$ cat src/rtl/axis_frame_arb_len_if.sv
// Bus bundle for axis_frame_arb_len: S_COUNT ingress AXI streams plus the shared egress stream.
// slave is the arbiter's view; master is the traffic side (sources and downstream sink).
interface axis_frame_arb_len_if #(
    parameter int S_COUNT    = 4,
    parameter int DATA_WIDTH = 8,
    parameter int KEEP_WIDTH = (DATA_WIDTH / 8),
    parameter int ID_WIDTH   = $clog2(S_COUNT)
);
    logic [S_COUNT*DATA_WIDTH-1:0] s_axis_tdata;
    logic [S_COUNT*KEEP_WIDTH-1:0] s_axis_tkeep;
    logic [S_COUNT-1:0]            s_axis_tvalid;
    logic [S_COUNT-1:0]            s_axis_tready;
    logic [S_COUNT-1:0]            s_axis_tlast;

    logic [DATA_WIDTH-1:0]         m_axis_tdata;
    logic [KEEP_WIDTH-1:0]         m_axis_tkeep;
    logic                          m_axis_tvalid;
    logic                          m_axis_tready;
    logic                          m_axis_tlast;
    logic [ID_WIDTH-1:0]           m_axis_tid;

    modport slave (
        input  s_axis_tdata, s_axis_tkeep, s_axis_tvalid, s_axis_tlast, m_axis_tready,
        output s_axis_tready, m_axis_tdata, m_axis_tkeep, m_axis_tvalid, m_axis_tlast, m_axis_tid
    );

    modport master (
        output s_axis_tdata, s_axis_tkeep, s_axis_tvalid, s_axis_tlast, m_axis_tready,
        input  s_axis_tready, m_axis_tdata, m_axis_tkeep, m_axis_tvalid, m_axis_tlast, m_axis_tid
    );
endinterface

$ cat src/rtl/axis_frame_arb_len.sv
// Frame-level round-robin AXI-stream arbiter that also reports the byte length and source
// of every forwarded frame.
module axis_frame_arb_len #(
    parameter int S_COUNT     = 4,
    parameter int DATA_WIDTH  = 8,
    parameter int KEEP_ENABLE = (DATA_WIDTH > 8),
    parameter int KEEP_WIDTH  = (DATA_WIDTH / 8),
    parameter int LEN_WIDTH   = 16,
    parameter int ID_WIDTH    = $clog2(S_COUNT)
) (
    input  logic                 clk,
    input  logic                 rst,
    axis_frame_arb_len_if.slave  bus,
    output logic [LEN_WIDTH-1:0] frame_len_o,
    output logic [ID_WIDTH-1:0]  frame_len_id_o,
    output logic                 frame_len_valid_o
);

    // state  | meaning
    // IDLE   | outputs quiet, pick next port round-robin from rr_ptr
    // ACTIVE | granted port passes straight through until its tlast transfer
    localparam logic [0:0] IDLE   = 1'b0;
    localparam logic [0:0] ACTIVE = 1'b1;

    // Sum is wide enough that a single beat can never overflow it before the saturation compare.
    localparam int BYTES_W = $clog2(KEEP_WIDTH + 1);
    localparam int SUM_W   = LEN_WIDTH + BYTES_W + 1;
    localparam logic [SUM_W-1:0] LEN_MAX = {{(SUM_W-LEN_WIDTH){1'b0}}, {LEN_WIDTH{1'b1}}};

    logic [0:0]           state_q, state_d;
    logic [ID_WIDTH-1:0]  grant_q, grant_d;
    logic [ID_WIDTH-1:0]  rr_ptr_q, rr_ptr_d;
    logic [LEN_WIDTH-1:0] len_cnt_q, len_cnt_d;
    logic [LEN_WIDTH-1:0] frame_len_q, frame_len_d;
    logic [ID_WIDTH-1:0]  frame_len_id_q, frame_len_id_d;
    logic                 frame_len_valid_q, frame_len_valid_d;

    logic                 arb_found;
    logic [ID_WIDTH-1:0]  arb_sel;
    logic [KEEP_WIDTH-1:0] g_keep;
    logic                 beat;
    logic [SUM_W-1:0]     beat_bytes;
    logic [SUM_W-1:0]     len_sum;
    logic [LEN_WIDTH-1:0] len_sat;

    always_comb begin
        arb_found = 1'b0;
        arb_sel   = rr_ptr_q;
        for (int k = 0; k < S_COUNT; k++) begin
            if (!arb_found && bus.s_axis_tvalid[(int'(rr_ptr_q) + k) % S_COUNT]) begin
                arb_found = 1'b1;
                arb_sel   = ID_WIDTH'((int'(rr_ptr_q) + k) % S_COUNT);
            end
        end
    end

    always_comb begin
        g_keep            = bus.s_axis_tkeep[int'(grant_q)*KEEP_WIDTH +: KEEP_WIDTH];
        bus.m_axis_tdata  = bus.s_axis_tdata[int'(grant_q)*DATA_WIDTH +: DATA_WIDTH];
        bus.m_axis_tkeep  = g_keep;
        bus.m_axis_tlast  = bus.s_axis_tlast[grant_q];
        bus.m_axis_tid    = grant_q;
        bus.m_axis_tvalid = (state_q == ACTIVE) && bus.s_axis_tvalid[grant_q];
        bus.s_axis_tready = '0;
        if (state_q == ACTIVE) begin
            bus.s_axis_tready[grant_q] = bus.m_axis_tready;
        end
    end

    assign beat = bus.m_axis_tvalid && bus.m_axis_tready;

    always_comb begin
        beat_bytes = '0;
        if (KEEP_ENABLE != 0) begin
            for (int b = 0; b < KEEP_WIDTH; b++) begin
                beat_bytes = beat_bytes + SUM_W'(g_keep[b]);
            end
        end else begin
            beat_bytes = SUM_W'(KEEP_WIDTH);
        end
        len_sum = SUM_W'(len_cnt_q) + beat_bytes;
        len_sat = (len_sum > LEN_MAX) ? {LEN_WIDTH{1'b1}} : len_sum[LEN_WIDTH-1:0];
    end

    always_comb begin
        state_d           = state_q;
        grant_d           = grant_q;
        rr_ptr_d          = rr_ptr_q;
        len_cnt_d         = len_cnt_q;
        frame_len_d       = frame_len_q;
        frame_len_id_d    = frame_len_id_q;
        frame_len_valid_d = 1'b0;
        case (state_q)
            IDLE: begin
                if (arb_found) begin
                    grant_d = arb_sel;
                    state_d = ACTIVE;
                end
            end
            ACTIVE: begin
                if (beat) begin
                    if (bus.m_axis_tlast) begin
                        frame_len_d       = len_sat;
                        frame_len_id_d    = grant_q;
                        frame_len_valid_d = 1'b1;
                        len_cnt_d         = '0;
                        rr_ptr_d          = (int'(grant_q) == S_COUNT - 1) ? '0 : grant_q + ID_WIDTH'(1);
                        state_d           = IDLE;
                    end else begin
                        len_cnt_d = len_sat;
                    end
                end
            end
            default: state_d = IDLE;
        endcase
    end

    always_ff @(posedge clk or posedge rst) begin
        if (rst) begin
            state_q           <= IDLE;
            grant_q           <= '0;
            rr_ptr_q          <= '0;
            len_cnt_q         <= '0;
            frame_len_q       <= '0;
            frame_len_id_q    <= '0;
            frame_len_valid_q <= 1'b0;
        end else begin
            state_q           <= state_d;
            grant_q           <= grant_d;
            rr_ptr_q          <= rr_ptr_d;
            len_cnt_q         <= len_cnt_d;
            frame_len_q       <= frame_len_d;
            frame_len_id_q    <= frame_len_id_d;
            frame_len_valid_q <= frame_len_valid_d;
        end
    end

    assign frame_len_o       = frame_len_q;
    assign frame_len_id_o    = frame_len_id_q;
    assign frame_len_valid_o = frame_len_valid_q;

endmodule

$ cat src/flat_wrapper.sv
// flat-port wrapper written by rule: the top's interface ports become plain ports
module axis_frame_arb_len_flat 
#(
    parameter int S_COUNT     = 4,
    parameter int DATA_WIDTH  = 8,
    parameter int KEEP_ENABLE = (DATA_WIDTH > 8),
    parameter int KEEP_WIDTH  = (DATA_WIDTH / 8),
    parameter int LEN_WIDTH   = 16,
    parameter int ID_WIDTH    = $clog2(S_COUNT)
)
  (clk, rst, frame_len_o, frame_len_id_o, frame_len_valid_o, bus_s_axis_tdata, bus_s_axis_tkeep, bus_s_axis_tvalid, bus_s_axis_tlast, bus_m_axis_tready, bus_s_axis_tready, bus_m_axis_tdata, bus_m_axis_tkeep, bus_m_axis_tvalid, bus_m_axis_tlast, bus_m_axis_tid);
  axis_frame_arb_len_if #(.S_COUNT(S_COUNT), .DATA_WIDTH(DATA_WIDTH), .KEEP_WIDTH(KEEP_WIDTH), .ID_WIDTH(ID_WIDTH)) bus_i ();
  input  logic clk;
  input  logic rst;
  output logic [LEN_WIDTH-1:0] frame_len_o;
  output logic [ID_WIDTH-1:0] frame_len_id_o;
  output logic frame_len_valid_o;
  input wire logic [$bits(bus_i.s_axis_tdata)-1:0] bus_s_axis_tdata;
  input wire logic [$bits(bus_i.s_axis_tkeep)-1:0] bus_s_axis_tkeep;
  input wire logic [$bits(bus_i.s_axis_tvalid)-1:0] bus_s_axis_tvalid;
  input wire logic [$bits(bus_i.s_axis_tlast)-1:0] bus_s_axis_tlast;
  input wire logic [$bits(bus_i.m_axis_tready)-1:0] bus_m_axis_tready;
  output wire logic [$bits(bus_i.s_axis_tready)-1:0] bus_s_axis_tready;
  output wire logic [$bits(bus_i.m_axis_tdata)-1:0] bus_m_axis_tdata;
  output wire logic [$bits(bus_i.m_axis_tkeep)-1:0] bus_m_axis_tkeep;
  output wire logic [$bits(bus_i.m_axis_tvalid)-1:0] bus_m_axis_tvalid;
  output wire logic [$bits(bus_i.m_axis_tlast)-1:0] bus_m_axis_tlast;
  output wire logic [$bits(bus_i.m_axis_tid)-1:0] bus_m_axis_tid;
  assign bus_i.s_axis_tdata = bus_s_axis_tdata;
  assign bus_i.s_axis_tkeep = bus_s_axis_tkeep;
  assign bus_i.s_axis_tvalid = bus_s_axis_tvalid;
  assign bus_i.s_axis_tlast = bus_s_axis_tlast;
  assign bus_i.m_axis_tready = bus_m_axis_tready;
  assign bus_s_axis_tready = bus_i.s_axis_tready;
  assign bus_m_axis_tdata = bus_i.m_axis_tdata;
  assign bus_m_axis_tkeep = bus_i.m_axis_tkeep;
  assign bus_m_axis_tvalid = bus_i.m_axis_tvalid;
  assign bus_m_axis_tlast = bus_i.m_axis_tlast;
  assign bus_m_axis_tid = bus_i.m_axis_tid;
  axis_frame_arb_len #(.S_COUNT(S_COUNT), .DATA_WIDTH(DATA_WIDTH), .KEEP_ENABLE(KEEP_ENABLE), .KEEP_WIDTH(KEEP_WIDTH), .LEN_WIDTH(LEN_WIDTH), .ID_WIDTH(ID_WIDTH)) u_core (.clk(clk), .rst(rst), .bus(bus_i), .frame_len_o(frame_len_o), .frame_len_id_o(frame_len_id_o), .frame_len_valid_o(frame_len_valid_o));
endmodule
$ cat config.mk
export PLATFORM = sky130hd
export DESIGN_NAME = axis_frame_arb_len_flat
export DESIGN_NICKNAME = d
export VERILOG_FILES = /design/src/rtl/axis_frame_arb_len_if.sv /design/src/rtl/axis_frame_arb_len.sv /design/src/flat_wrapper.sv
export SDC_FILE = /design/constraint.sdc
export NUM_CORES = 1
export LEC_CHECK = 0
export CAP_MARGIN = 40
export CORE_MARGIN = 5
export CORE_UTILIZATION = 55
export CTS_BUF_LIST = sky130_fd_sc_hd__clkbuf_16
export CTS_CLUSTER_DIAMETER = 100
export CTS_CLUSTER_SIZE = 12
export DETAILED_ROUTE_END_ITERATION = 10
export DONT_BUFFER_PORTS = 1
export PLACE_DENSITY = 0.69
export SLEW_MARGIN = 40
export SYNTH_ARGS = -nofsm -noshare
export SYNTH_HDL_FRONTEND = slang
export SYNTH_SLANG_ARGS = --single-unit
$ cat constraint.sdc
create_clock -name clk -period 4.6 [get_ports clk]
set_input_delay 0.23 -clock clk [delete_from_list [all_inputs] [get_ports clk]]
set_output_delay 0.23 -clock clk [all_outputs]
set_load 0.01 [all_outputs]
Word-level counts from Yosys, hierarchy flattened
Index checks and enable logic that the tools add are counted.
{"block": "classes", "mux": 35, "eq_ne": 1, "shift": 2, "addsub": 5, "reduce_logical": 15, "magnitude_cmp": 7, "bitwise": 5}
{"cell": "2-to-1 mux 16 bit", "n": 2}
{"cell": "indexed part select 32 x 6 -> 8 bit", "n": 1}
{"cell": "2-to-1 mux 1 bit", "n": 20}
{"cell": "> comparator 18 x 16 -> 1 bit (second input constant)", "n": 1}
{"cell": "adder 16 x 1 -> 17 bit (second input constant)", "n": 1}
{"cell": "binary-select mux 1 bit (select 2 bit)", "n": 6}
{"cell": "< comparator 3 x 4 -> 1 bit (second input constant)", "n": 3}
{"cell": "2-to-1 mux 2 bit", "n": 4}
{"cell": "logical AND 1 bit", "n": 6}
{"cell": "< comparator 2 x 3 -> 1 bit (second input constant)", "n": 2}
{"cell": "OR reduction 2 bit", "n": 3}
{"cell": "adder 2 x 1 -> 2 bit (second input constant)", "n": 2}
{"cell": "adder 2 bit (second input constant)", "n": 2}
{"cell": "bitwise AND 4 bit", "n": 1}
{"cell": "2-to-1 mux 4 bit", "n": 1}
{"cell": "AND reduction 2 bit", "n": 2}
{"cell": "indexed part select 4 x 3 -> 1 bit", "n": 1}
{"cell": "bitwise AND 1 bit (first input constant)", "n": 3}
{"cell": "logical NOT 1 bit", "n": 3}
{"cell": "AND reduction 3 bit", "n": 1}
{"cell": "demux 1 bit (select 2 bit)", "n": 1}
{"cell": "== test 2 x 1 -> 1 bit (second input constant)", "n": 1}
{"cell": ">= comparator 2 x 1 -> 1 bit (second input constant)", "n": 1}
{"cell": "case mux 1 bit (2 select lines)", "n": 1}
{"cell": "inverter 1 bit", "n": 1}
{"block": "word_totals", "output_inout_bits": 36, "regBits": 40}

Depth between registers and ports, before layout
{"block": "depth", "word_depth": 16, "ltp_mapped": 7, "mapped_depth_nobuf": 5}

Worst setup path after synthesis
No wires, ideal clock.
{"block": "synth_timing", "path_type": "flip-flop to flip-flop", "startpoint": "register u_core.len_cnt_q[1]", "endpoint": "register u_core.len_cnt_q[2]", "t_arrival_ps": 1841, "stages_incl_launch_ff": 8, "setup_slack_ps": 2679, "t_required_ps": 4520, "path_buffers": 2, "period_less_slack_ps": 1921, "cell_sequence": "dfrtp_1 > ha_1 > buf_2 > nand4_1 > or4_4 > buf_6 > and4_4 > nor3_2"}
{"block": "synth_between", "elab_chain_len": 4}
{"element": "from (decl)", "line": "axis_frame_arb_len.sv:33", "rtl": "logic [LEN_WIDTH-1:0] len_cnt_q, len_cnt_d;"}
{"element": "from (signal assigned)", "line": "axis_frame_arb_len.sv:131", "rtl": "len_cnt_q <= len_cnt_d;"}
{"element": "adder 16 x 1 -> 17 bit (*)", "line": "axis_frame_arb_len.sv:81", "rtl": "len_sum = SUM_W'(len_cnt_q) + beat_bytes;"}
{"element": "> comparator 18 x 16 -> 1 bit", "line": "axis_frame_arb_len.sv:82", "rtl": "len_sat = (len_sum > LEN_MAX) ? {LEN_WIDTH{1'b1}} : len_sum[LEN_WIDTH-1:0];"}
{"element": "2-to-1 mux 16 bit (*)", "line": "axis_frame_arb_len.sv:82"}
{"element": "2-to-1 mux 16 bit (*)", "line": "axis_frame_arb_len.sv:102", "rtl": "if (bus.m_axis_tlast) begin"}
Every way passes the cells marked *; elsewhere a longest branch is shown, timed or not.
A chain may end at the register's enable or synchronous reset.

Worst setup path in the final report
{"block": "layout_timing", "startpoint": "register u_core.grant_q[1], in the netlist u_core.bus.m_axis_tid[1]", "endpoint": "register u_core.frame_len_q[14], in the netlist u_core.frame_len_o[14]"}
{"block": "layout_between", "word_cells_on_any_way": 7, "classes_between": "mux (4); reduce/logical (3)"}
{"element": "from (decl)", "line": "axis_frame_arb_len.sv:31", "rtl": "logic [ID_WIDTH-1:0] grant_q, grant_d;"}
{"element": "from (signal assigned)", "line": "axis_frame_arb_len.sv:129", "rtl": "grant_q <= grant_d;"}
{"element": "binary-select mux 1 bit (select 2 bit)", "line": "axis_frame_arb_len.sv:61", "rtl": "bus.m_axis_tlast = bus.s_axis_tlast[grant_q];"}
{"element": "2-to-1 mux 1 bit (not written as such)", "line": "axis_frame_arb_len.sv:61"}
{"element": "via bus_m_axis_tlast", "line": "flat_wrapper.sv:27", "rtl": "output wire logic [$bits(bus_i.m_axis_tlast)-1:0] bus_m_axis_tlast;"}
{"element": "AND reduction 3 bit (no source line)"}
{"element": "to (signal assigned)", "line": "axis_frame_arb_len.sv:132", "rtl": "frame_len_q <= frame_len_d;"}
{"element": "to (decl)", "line": "axis_frame_arb_len.sv:34", "rtl": "logic [LEN_WIDTH-1:0] frame_len_q, frame_len_d;"}
The timed path passes the listed nets, and every way through them passes these cells. The select of a mux whose other input is x is not followed.

==> results.txt <==
----------------------------------------------------
[Run status]
  Outcome ... complete, no violations

[Clocking]
  Cts bufs inserted ... 5
  CTS H-Tree Depth ... 2
  Number of buffers between clock root and the deepest sink ... 2
  Count of cells resized by post-cts repair ... 0
  CTS tree ... built
  Clock slew at the register clock pins of the worst setup and hold paths ... 0.05 ns
  Clock latency at the later pin of the worst-skew pair ... 0.29 ns
  Clock root cell ... sky130_fd_sc_hd__clkbuf_16
  Sinks on the clock net ... 40

[STA]
  Final worst clock skew ... 0.00799 ns
  Post-layout min period ... 2.43 ns
  Final Cycle Share ... 52.9%
  Final-report setup violation count ... 0
  Aggregate negative setup slack ... 0 ns
  Hold slack final ... 0.185 ns
  Number of hold violations in the final report ... 0
  Final Max Tran Viols ... 0
  Setup repair after global routing missed its margin ... no
  Worst relative slew slack ... 55.7%
  Post-route worst setup slack ... 2.17 ns
  Highest attainable clock frequency ... 411 MHz
  Worst-Margin Slew ... 0.664 ns

[Worst hold path]
  Class of the tightest hold or removal check ... input port to register
  Min-delay src ... bus_s_axis_tvalid[3]
  Hold Path Stages ... 3

[Worst setup path]
  Path depth of the worst reg2reg path ... 4
  Crit path required time ... 4.77 ns
  Worst r2r src ... u_core.bus.m_axis_tid[1]$_DFFE_PP0P_
  Critical setup path kind ... register to register
  Crit. End Element ... register
  Nature of the critical path startpoint ... register
  Arrival time worst endpoint ... 2.60 ns
  Maximum fanout encountered on the critical timing path ... 30
  Largest incremental delay on the critical path ... 0.75 ns
  Sum of buffers and inverters on the critical path ... 1
  Crit-path slowest cell ... sky130_fd_sc_hd__dfrtp_1
  Number of gates on the worst path with buffers counted ... 4
  Top delay family on crit path ... multiplexers
  Critical path cell sequence ... mux4_2 > nand3_2 > inv_2 > mux2_1
  Launch point of the critical path ... u_core.bus.m_axis_tid[1]$_DFFE_PP0P_

[Placed design]
  Worst slack after detailed placement ... 1.95 ns
  Total half-perimeter wirelength after legalization and detailed placement ... 4.01 mm
  Count of port buffers added during placement ... 0
  Weighted congestion at the end of routability-driven global placement ... 0.848
  Cell area after placement ... 0.00248 mm2

[Global route]
  Combined global-route utilization of all metal layers ... 19.1%
  Initial antenna violation count ... 0
  Largest net degree at the start of global routing ... 41
  Global-route wire length before repair ... 9.37 mm
  Via count of the first global-routing pass ... 1828
  Total congestion overflow ... 0

[Synth]
  Synthesized instance count ... 251
  Synth Area per Inst ... 10.1 um2
  EDFF count, synth ... 0
  Netlist area before placement ... 0.00252 mm2
  Synthesized flop and latch total ... 40
  Flip-flop cell with the highest count after synthesis ... sky130_fd_sc_hd__dfrtp_1
  Post-synthesis sequential area ratio ... 39.7%
  Post-Synthesis Net Count ... 305
  Ys async rst share ... 100%
  Count of cell types in the netlist ... 48
  Synthesis warning total ... 0

[Layout]
  Layout cell share with drive strength beyond 1 ... 15.4%
  Area growth from synthesis to layout ... 6.20%
  Commonest cells after routing, fill and taps aside ... sky130_fd_sc_hd__dfrtp_1, sky130_fd_sc_hd__nor2_1, sky130_fd_sc_hd__a21oi_1
  Number of antenna cells inserted ... 0
  Number of nets in the layout ... 294
  Fill cells ... 374
  Commonest non-fill, non-tap cell in the layout ... sky130_fd_sc_hd__dfrtp_1
  Total non-filler cell area in the finished layout ... 0.00268 mm2

[Power]
  PD cells ... 575 mW/mm2
  Peak supply drop ... 0.000311 V
  Static Leak ... 1.06 nW

[Die]
  Die Footprint ... 0.00604 mm2
  Row count ... 24
  Chip height ... 77.7 um
  Die outline width ... 77.7 um
  Effective utilization at floorplan ... 57.2%
  I/O pin count ... 83
  Floorplan Core Area ... 0.00441 mm2

[Detailed routing]
  First-pass iteration count of the detailed router ... 4
  Remaining DRCs ... 0
  Routed wire per std cell ... 19.5 um
  Number of DRC markers in iteration 0 ... 115
  Post-route ant nets ... 0
  Wire length after detailed routing ... 5.71 mm
  Vias post-DR ... 1872
  Per-cell via count in the routed design ... 6.41

[Flow run]
  Max-capacitance violation count ... 0

----------------------------------------------------
==> cell families (layout without fill, tap and decap cells) <==
kind of cell / count (synthesis) / count (layout) / synth area share, %
compound gates: 57 / 57 / 14.9
flops: 40 / 40 / 39.7
fa+ha+maj: 7 / 7 / 3.47
buf+inv: 27 / 16 / 5.80
mux: 15 / 15 / 11.6
simple gates: 95 / 95 / 21.2
xor+xnor: 10 / 10 / 3.47
==> final cells by class <==
type	instances	area, um2	share of cell area (%)
clock buffer	5	125	4.67
clock inverter	2	60.1	2.24
inverter	7	26.3	0.980
multi-input combinational	184	1380	51.6
sequential	40	1000	37.4
tap	52	65.1	2.43
timing repair buffer	2	17.5	0.654
==> metal layers <==
| metal | part of all wire [%] | up-vias | track usage, % |
|---|---|---|---|
| li1 | - | 904 | - |
| met1 | 45 | 908 | 28.0 |
| met2 | 48 | 51 | 27.2 |
| met3 | 5.4 | 9 | 4.75 |
| met4 | 1.7 | 0 | 7.22 |
| met5 | 0 | - | 0 |
==> path summary, 6_finish.rpt <==
check / to / slack (ns)
worst max-delay path: u_core.frame_len_o[14]$_DFFE_PP0P_ / 2.17
worst min-delay path: u_core.state_q$_DFF_PP0_ / 0.18
max in group asynchronous: u_core.bus.m_axis_tid[0]$_DFFE_PP0P_ / 3.71
worst max register to register: u_core.frame_len_o[14]$_DFFE_PP0P_ / 2.17
min in group asynchronous: u_core.frame_len_id_o[0]$_DFFE_PP0P_ / 0.52
worst min register to register: u_core.frame_len_id_o[0]$_DFFE_PP0P_ / 0.55
==> synth_stat cells (7+ instances only) <==
cell / instances / share of area [%]
sky130_fd_sc_hd__nor3_1: 10 / 2.0
sky130_fd_sc_hd__nand3_1: 8 / 1.6
sky130_fd_sc_hd__ha_1: 7 / 3.5
sky130_fd_sc_hd__nand2_1: 16 / 2.4
sky130_fd_sc_hd__dfrtp_1: 40 / 40
sky130_fd_sc_hd__buf_2: 11 / 2.2
sky130_fd_sc_hd__mux4_2: 11 / 9.8
sky130_fd_sc_hd__a21oi_1: 22 / 4.4
sky130_fd_sc_hd__nor2_1: 24 / 3.6
sky130_fd_sc_hd__a31oi_1: 8 / 2.0
sky130_fd_sc_hd__and3_1: 10 / 2.5
sky130_fd_sc_hd__xnor2_1: 9 / 3.1
==> registers in the layout (all words and copies together), names as in the netlist <==
register	count
u_core.state_q	1
u_core.rr_ptr_q	2
u_core.frame_len_o	16
u_core.frame_len_id_o	2
u_core.len_cnt_q	16
u_core.frame_len_valid_o	1
u_core.bus.m_axis_tid	2
==> where the power goes <==
part	internal (mW)	switching, mW
clock	0.307	0.132
combinational	0.207	0.261
sequential	0.455	0.180
total	0.970	0.572
==> timing repair <==
action                                 CTS  global route
setup buffers                            0             0
hold buffers                             1             0
endpoints found under the hold margin   40             0
==> metrics by stage <==
| stage | power (mW) | util [%] | std cells |
|---|---|---|---|
| floorplan | 1.02 | - | 251 |
| global placement | 1.10 | 56.1 | 284 |
| detailed placement | 1.12 | 56.3 | 284 |
| CTS | 1.56 | 60.7 | 292 |
| global route | 1.64 | 60.7 | 292 |
| finish | 1.54 | 60.7 | 292 |
==> worst reg2reg max path: stages, from the launching register on <==
cell and delay (ns):
sky130_fd_sc_hd__dfrtp_1 0.75, sky130_fd_sc_hd__mux4_2 0.45, sky130_fd_sc_hd__nand3_2 0.24, sky130_fd_sc_hd__inv_2 0.50, sky130_fd_sc_hd__mux2_1 0.38
No activity file was read; power rests on OpenSTA's default activity.
